--- config.mk ---
export PLATFORM = sky130hd
export DESIGN_NAME = self_ex_slink_diag_ctrl
export DESIGN_NICKNAME = d
export VERILOG_FILES = /design/src/rtl/self_ex_slink_diag_pkg.sv /design/src/rtl/self_ex_slink_err_cnt.sv /design/src/rtl/self_ex_slink_diag_ctrl.sv
export SDC_FILE = /design/constraint.sdc
export NUM_CORES = 1
export LEC_CHECK = 0
export CORE_MARGIN = 4
export CORE_UTILIZATION = 55
export CTS_BUF_LIST = sky130_fd_sc_hd__clkbuf_8
export CTS_CLUSTER_SIZE = 16
export DETAILED_ROUTE_END_ITERATION = 8
export PLACE_DENSITY = 0.82
export SYNTH_ARGS = -nofsm -noshare
export SYNTH_HDL_FRONTEND = slang
export SYNTH_SLANG_ARGS = --single-unit
--- constraint.sdc ---
create_clock -name clk_12_5m -period 4.55 [get_ports clk_12_5m]
set_clock_uncertainty 0.15 [all_clocks]
set_input_delay 0.455 -clock clk_12_5m [delete_from_list [all_inputs] [get_ports clk_12_5m]]
set_output_delay 0.455 -clock clk_12_5m [all_outputs]
set_load 0.01 [all_outputs]
--- src/rtl/self_ex_slink_diag_pkg.sv ---
// Shared FSM encoding and default timing constants for the SLINK diagnosis sequencer.
// No logic here; latency and backpressure are defined by the users of the package.
package self_ex_slink_diag_pkg;

   typedef enum logic [1:0] {
      ST_IDLE   = 2'd0,
      ST_SETTLE = 2'd1,
      ST_SAMPLE = 2'd2,
      ST_EVAL   = 2'd3
   } diag_state_t;

   localparam int SETTLE_CYC_DEF = 16;
   localparam int WIN_CYC_DEF    = 64;
   localparam int ERR_THR_DEF    = 8;

endpackage

--- src/rtl/self_ex_slink_err_cnt.sv ---
// Per-channel saturating error-cycle counter; ge_thr is combinational from the count register.
// One cycle from inc to count update; no backpressure, inc is a level sampled when en is high.
module self_ex_slink_err_cnt
   import self_ex_slink_diag_pkg::*;
#(
   parameter int CNT_W   = 8,
   parameter int ERR_THR = ERR_THR_DEF
) (
   input  logic clk_12_5m,
   input  logic rst_12_5m,
   input  logic clr,
   input  logic en,
   input  logic inc,
   output logic ge_thr
);

   logic [CNT_W-1:0] err_cnt;

   // Stops at the threshold so the verdict can never be lost to a wrap.
   always_ff @(posedge clk_12_5m) begin
      if (rst_12_5m || clr) begin
         err_cnt <= '0;
      end else if (en && inc && (err_cnt < CNT_W'(ERR_THR))) begin
         err_cnt <= err_cnt + 1'b1;
      end
   end

   assign ge_thr = (err_cnt >= CNT_W'(ERR_THR));

endmodule

--- src/rtl/self_ex_slink_diag_ctrl.sv ---
// Scheduled SLINK health diagnosis: settle, sample window, evaluate into sticky per-channel faults.
// Verdict visible SETTLE_CYC+WIN_CYC+2 cycles after start; no backpressure, chn_enable change aborts.
module self_ex_slink_diag_ctrl
   import self_ex_slink_diag_pkg::*;
#(
   parameter int CHN_NUM    = 2,
   parameter int SETTLE_CYC = SETTLE_CYC_DEF,
   parameter int WIN_CYC    = WIN_CYC_DEF,
   parameter int ERR_THR    = ERR_THR_DEF,
   parameter int CNT_W      = 8,
   parameter bit AUTO_RUN   = 1'b1
) (
   input  logic               clk_12_5m,
   input  logic               rst_12_5m,
   input  logic               chn_enable,
   input  logic [CHN_NUM-1:0] chn_slink_err,
   input  logic               diag_start,
   input  logic               fault_clr,
   output logic               diag_busy,
   output logic               diag_done,
   output logic               diag_abort,
   output logic [CHN_NUM-1:0] chn_fault,
   output logic               slink_err
);

   diag_state_t        state, state_nxt;
   logic [CNT_W-1:0]   ph_cnt;
   logic               chn_en_q;
   logic               en_chg, run_go, abort_go, eval_ok, smp_en;
   logic [CHN_NUM-1:0] mask, ge_thr, eval_set, fault_nxt;

   assign mask   = chn_enable ? {CHN_NUM{1'b1}} : CHN_NUM'(1);
   assign en_chg = (chn_enable != chn_en_q);
   assign smp_en = (state == ST_SAMPLE);

   always_comb begin
      state_nxt = state;
      run_go    = 1'b0;
      abort_go  = 1'b0;
      eval_ok   = 1'b0;
      case (state)
         ST_IDLE: begin
            if (AUTO_RUN || diag_start) begin
               state_nxt = ST_SETTLE;
               run_go    = 1'b1;
            end
         end
         ST_SETTLE: begin
            if (en_chg) begin
               state_nxt = ST_IDLE;
               abort_go  = 1'b1;
            end else if (ph_cnt == CNT_W'(SETTLE_CYC - 1)) begin
               state_nxt = ST_SAMPLE;
            end
         end
         ST_SAMPLE: begin
            if (en_chg) begin
               state_nxt = ST_IDLE;
               abort_go  = 1'b1;
            end else if (ph_cnt == CNT_W'(WIN_CYC - 1)) begin
               state_nxt = ST_EVAL;
            end
         end
         ST_EVAL: begin
            state_nxt = ST_IDLE;
            if (en_chg) begin
               abort_go = 1'b1;
            end else begin
               eval_ok = 1'b1;
            end
         end
         default: state_nxt = ST_IDLE;
      endcase
   end

   // A set from EVAL overrides a simultaneous clear on the same bit.
   assign eval_set  = eval_ok ? (ge_thr & mask) : '0;
   assign fault_nxt = ((fault_clr ? '0 : chn_fault) | eval_set) & mask;

   always_ff @(posedge clk_12_5m) begin
      if (rst_12_5m) begin
         state      <= ST_IDLE;
         ph_cnt     <= '0;
         chn_en_q   <= chn_enable;
         chn_fault  <= '0;
         slink_err  <= 1'b0;
         diag_done  <= 1'b0;
         diag_abort <= 1'b0;
      end else begin
         state      <= state_nxt;
         ph_cnt     <= ((state_nxt != state) || (state == ST_IDLE)) ? '0 : ph_cnt + 1'b1;
         chn_en_q   <= chn_enable;
         chn_fault  <= fault_nxt;
         slink_err  <= |fault_nxt;
         diag_done  <= eval_ok;
         diag_abort <= abort_go;
      end
   end

   assign diag_busy = (state != ST_IDLE);

   for (genvar i = 0; i < CHN_NUM; i++) begin : g_cnt
      self_ex_slink_err_cnt #(
         .CNT_W   (CNT_W),
         .ERR_THR (ERR_THR)
      ) u_cnt (
         .clk_12_5m (clk_12_5m),
         .rst_12_5m (rst_12_5m),
         .clr       (run_go),
         .en        (smp_en),
         .inc       (chn_slink_err[i] & mask[i]),
         .ge_thr    (ge_thr[i])
      );
   end

endmodule
# Yosys cells after proc, flatten, opt, wreduce, memory -nomap -nowiden

Index checks and enable logic that the tools add are counted.

Eq/ne operators: 7
$lt $le $gt $ge: 4
$add $sub $neg: 3
Reductions and logical operators: 12
Bitwise operators: 6
Muxes and demuxes: 12

Operator list:

| kind                                                        | count |
|---|---|
| adder 8 x 1 -> 8 bit (second input constant)                | 3 |
| >= comparator 8 x 4 -> 1 bit (second input constant)        | 2 |
| less-than comparator 8 x 4 -> 1 bit (second input constant) | 2 |
| 2-to-1 mux 2 bit                                            | 7 |
| equality test 8 x 4 -> 1 bit (second input constant)        | 1 |
| equality test 8 x 6 -> 1 bit (second input constant)        | 1 |
| case mux 2 bit (4 select lines)                             | 1 |
| OR reduction 2 bit                                          | 3 |
| bitwise AND 2 bit                                           | 2 |
| equality test 2 bit (second input constant)                 | 2 |
| logical AND 1 bit                                           | 4 |
| 2-to-1 mux 1 bit                                            | 4 |
| OR reduction 3 bit                                          | 1 |
| bitwise AND 1 bit                                           | 2 |
| equality test 2 x 1 -> 1 bit (second input constant)        | 1 |
| zero test 2 bit                                             | 1 |
| logical OR 1 bit                                            | 2 |
| != test 2 bit                                               | 1 |
| bitwise OR 2 bit                                            | 1 |
| nonzero test 2 bit                                          | 1 |
| != test 1 bit                                               | 1 |
| NOT 1 bit                                                   | 1 |

Word-level logic and storage cells: 53
Register bits: 32
Input bits: 7

# Depth between registers and ports, before layout

Word-level depth: 7
Depth in mapped cells: 5
Mapped depth without buffers: 5

# Cells and area by module

A second synthesis with hierarchy kept.

Cells, all modules: 137
Area total of the unflattened synthesis: 1336.3 um^2

By module, submodules not included:

| module                  | cells each | sequential area each (um^2) | instances | area each (um^2) |
|---|---|---|---|---|
| self_ex_slink_err_cnt   | 35         | 160.2                       | 2         | 346.6 |
| self_ex_slink_diag_ctrl | 67         | 320.3                       | 1         | 643.1 |

# Worst setup path after synthesis

Ideal clock, no wire load.

Path type: reg2reg
From: reg ph_cnt[0]
To: reg state[0]
Stages on the path, launching flop included: 6
Setup slack: 2.782 ns
Arrival time: 1.533 ns
Cells stage by stage: dfxtp_1 -> ha_1 -> nand3_2 -> or3_4 -> or3b_1 -> a211oi_1

Cells in the longest elaborated chain, start to end: 4
Elaborated cells between the ends (all ways): 7
Classes of those cells: eq/ne: 2; mux: 5

RTL lines:

| element                                                                             | line                                                         | text |
|---|---|---|
| start: declaration                                                                  | self_ex_slink_diag_ctrl.sv:27                                | `logic [CNT_W-1:0] ph_cnt;` |
| start signal: assignment                                                            | self_ex_slink_diag_ctrl.sv:91                                | `ph_cnt <= ((state_nxt != state) \|\| (state == ST_IDLE)) ? '0 : ph_cnt + 1'b1;` |
| equality test 8 x 6 -> 1 bit / equality test 8 x 4 -> 1 bit (equally long branches) | self_ex_slink_diag_ctrl.sv:60, self_ex_slink_diag_ctrl.sv:52 |  |
| 2-to-1 mux 2 bit (on tied branches)                                                 | self_ex_slink_diag_ctrl.sv:60, self_ex_slink_diag_ctrl.sv:52 |  |
| 2-to-1 mux 2 bit (on tied branches)                                                 | self_ex_slink_diag_ctrl.sv:57, self_ex_slink_diag_ctrl.sv:49 |  |
| case mux 2 bit (4 select lines) *                                                   | self_ex_slink_diag_ctrl.sv:41                                | `case (state)` |
| end signal: assignment                                                              | self_ex_slink_diag_ctrl.sv:90                                | `state <= state_nxt;` |
| end: declaration                                                                    | self_ex_slink_diag_ctrl.sv:26                                | `diag_state_t state, state_nxt;` |

Every way passes the cells marked *; elsewhere a longest branch is shown, timed or not.
A chain may end at the register's enable or synchronous reset.

# Worst setup path after layout

From: reg state[1]
To: out diag_busy

Cells in the longest elaborated chain, start to end: 1

RTL lines:

| element            | line                           | text |
|---|---|---|
| nonzero test 2 bit | self_ex_slink_diag_ctrl.sv:100 | `assign diag_busy = (state != ST_IDLE);` |
| end: declaration   | self_ex_slink_diag_ctrl.sv:19  | `output logic diag_busy,` |

Every way passes these cells.

==> impl_metrics.sql <==
INSERT INTO impl_metrics (metric_group, metric, value, unit) VALUES
('synthesis', 'syn-mean-instance-area', '9.87', 'µm²'),
('power', 'power_density', '365', 'mW/mm²'),
('synthesis', 'synth-main-ff-cell', 'dfxtp_1', ''),
('grt', 'grt_remaining_overflow', '0', ''),
('timing', 'setup_viol_count_final', '0', ''),
('hold_path', 'worst_hold_path.num_cells', '1', ''),
('synthesis', 'netlist-cell-type-count', '39', ''),
('clocking', 'tritoncts_buffers', '5', ''),
('synthesis', 'ys_seq_area_share', '49.2', '%'),
('floorplan', 'start_util', '58.3', '%'),
('timing', 'max_slew_margin', '64.2', '%'),
('hold_path', 'holdCritPathClass', 'register to register', ''),
('floorplan', 'rows', '17', ''),
('grt', 'initial_antenna_violation_count', '0', ''),
('final_layout', 'diodes', '0', ''),
('final_layout', 'nFillCells', '162', ''),
('floorplan', 'placeableCoreArea', '0.00223', 'mm²'),
('setup_path', 'cpPeakStageDelay', '0.50', 'ns'),
('drt', 'wl', '2310', 'µm'),
('clocking', 'post_cts.repair.setup_buffers', '0', ''),
('clocking', 'clock_tree_from_tritoncts', 'yes', ''),
('timing', 'hold_vio_cnt_final', '0', ''),
('clocking', 'ctsLongestPathBuffers', '2', ''),
('clocking', 'cts_root_buf', 'clkbuf_8', ''),
('synthesis', 'yosysWarningCount', '0', ''),
('synthesis', 'synthTopCellsByArea', 'dfxtp_1 (49%), ha_1 (4.8%), and2_1 (4.3%), nor2_1 (3.5%), xnor2_1 (3.4%)', ''),
('grt', 'grt_pass1_vias', '958', ''),
('setup_path', 'data_arrival_critical_path', '1.53', 'ns'),
('placed_design', 'port_buffers', '11', ''),
('power', 'report.power.total', '563', 'µW'),
('setup_path', 'worst-path-max-fanout', '9', ''),
('clocking', 'htree_num_levels', '2', ''),
('setup_path', 'reg2reg_setup_slack', '2.62', 'ns'),
('placed_design', 'place.detailed.instances', '168', ''),
('drt', 'drt-vias-per-instance', '5.40', ''),
('final_layout', 'final_layout_size_suffix_gt1_share', '10.1', '%'),
('grt', 'grt_first_pass_wirelength', '4140', 'µm'),
('setup_path', 'cp_num_cells', '2', ''),
('synthesis', 'synth.largest_area_cell', 'dfxtp_1', ''),
('clocking', 'clock_pin_slew_reported_for_the_worst_setup_and_hold_paths_after_clock_tree_synthesis', '0.06', 'ns'),
('timing', 'period_share', '47.0', '%'),
('synthesis', 'synth_cells', '132', ''),
('power', 'total_leakage_power', '0.572', 'nW'),
('setup_path', 'timing.critical_path.buf_inv', '1', ''),
('synthesis', 'synth_edf_count', '0', ''),
('floorplan', 'dieWidth', '56.7', 'µm'),
('timing', 'rsz0062_at_grt', 'false', ''),
('setup_path', 'wp_data_required', '3.94', 'ns'),
('grt', 'maximum_number_of_pins_on_one_net_before_global_route_repair', '11', ''),
('synthesis', 'async_flop_share', '0', '%'),
('synthesis', 'synth.net_count', '144', ''),
('final_layout', 'multi_input_comb_area', '621', 'µm²'),
('synthesis', 'synth_top_cells_by_count', 'dfxtp_1 (32), nor2_1 (12), and2_1 (9)', ''),
('power', 'maximum_vdd_ir_drop', '0.324', 'mV'),
('drt', 'detail_route.wl_per_cell', '13.1', 'µm'),
('setup_path', 'slowest_stage', 'clkdlybuf4s50_1', ''),
('run_status', 'run_status', 'complete, no violations', ''),
('synthesis', 'syn-cell-area', '0.00130', 'mm²'),
('drt', 'route.antenna.remaining_nets', '0', ''),
('drt', 'remaining_drc_errors', '0', ''),
('clocking', 'ctsResizeCount', '0', ''),
('synthesis', 'yosysMostFrequentCell', 'dfxtp_1', ''),
('final_layout', 'area_used_by_sequential_logic_in_the_layout', '641', 'µm²'),
('timing', 'timing_worst_slew_pin_value', '0.533', 'ns'),
('final_layout', 'final-instance-count-excl-fill', '176', ''),
('synthesis', 'ys_seq_elements', '32', ''),
('setup_path', 'criticalPathCategory', 'register to output pin', ''),
('setup_path', 'worst-r2r-cell-count', '5', ''),
('clocking', 'insertion_delay', '0.28', 'ns'),
('placed_design', 'hpwlAfterDp', '1630', 'µm'),
('setup_path', 'timing.critical_path.max_delay_family', 'buffers and inverters', '');
## routing by layer
| metal | share of wire [%] | vias up | track usage [%] | wire (µm) |
|---|---|---|---|---|
| met5 | 0 | - | 0 | 0 |
| met4 | 1.1 | 0 | 7.12 | 26 |
| met3 | 5.8 | 4 | 5.75 | 135 |
| met2 | 49 | 29 | 27.1 | 1140 |
| met1 | 44 | 434 | 19.3 | 1010 |
| li1 | - | 484 | - | - |
## stage by stage
stage | setup WS (ns) | hold slack, ns | util, % | instance area [µm²]
2_1_floorplan | 2.78 | 0.281 | - | 1300
3_3_place_gp | 2.20 | 0.294 | 64.1 | 1430
3_5_place_dp | 2.20 | 0.298 | 64.1 | 1430
4_1_cts | 2.42 | 0.316 | 69.0 | 1540
5_1_grt | 2.25 | 0.331 | 69.0 | 1540
6_report | 2.41 | 0.311 | 69.0 | 1540
## flip-flops by register name (all words and copies together) (netlist names)
name and flops:
state 2, g_cnt.u_cnt.err_cnt 16, slink_err 1, chn_en_q 1
ph_cnt 8, diag_abort 1, chn_fault 2, diag_done 1
## cell type report
type	count	share of cell area [%]
clock buffers	5	4.47
clock inverters	3	2.52
inverters	7	1.71
multi-input cells	90	40.3
flip-flops and latches	32	41.6
well taps	28	2.27
repair buffers	11	7.15
## power breakdown
part / internal [mW] / switching, mW
clock network: 0.160 / 0.0967
registers: 0.282 / 0.00260
logic: 0.0100 / 0.0112
## layout by cell type (no fill, tap or decap), types with 2 or more instances in the layout
cell type / Yosys / layout
nor3_1: 7 / 7
mux2i_1: 2 / 2
xnor2_1: 5 / 5
nor2b_1: 3 / 3
nand2_1: 4 / 4
ha_1: 5 / 5
inv_1: 7 / 8
nand3_1: 2 / 2
clkdlybuf4s50_1: 0 / 11
and2_1: 9 / 9
nand2b_1: 2 / 2
nor2_1: 12 / 12
nor3_2: 2 / 2
dfxtp_1: 32 / 32
nor4_1: 3 / 3
clkbuf_8: 0 / 5
or4_4: 2 / 2
a41oi_1: 2 / 2
o21ai_0: 3 / 3
a21oi_1: 3 / 3
nand3b_1: 2 / 2
xor2_1: 5 / 5
## worst paths after layout
check,from,end
max,state[1]$_SDFF_PP0_,diag_busy
min,g_cnt[1].u_cnt.err_cnt[6]$_SDFFE_PP0P_,g_cnt[1].u_cnt.err_cnt[6]$_SDFFE_PP0P_
max reg2reg,ph_cnt[0]$_SDFF_PP0_,state[0]$_SDFF_PP0_
min reg2reg,g_cnt[1].u_cnt.err_cnt[6]$_SDFFE_PP0P_,g_cnt[1].u_cnt.err_cnt[6]$_SDFFE_PP0P_
## cells by family after synthesis
family / after synthesis / synth area share [%]
muxes: 2 / 1.54
xor gates and xnor gates: 10 / 6.72
buffers and inverters: 10 / 3.17
and+or+nand+nor: 59 / 27.6
adders and majority gates: 5 / 4.80
AOI/OAI and AO/OA: 14 / 7.01
DFF: 32 / 49.2
No activity file was read; power rests on OpenSTA's default activity.
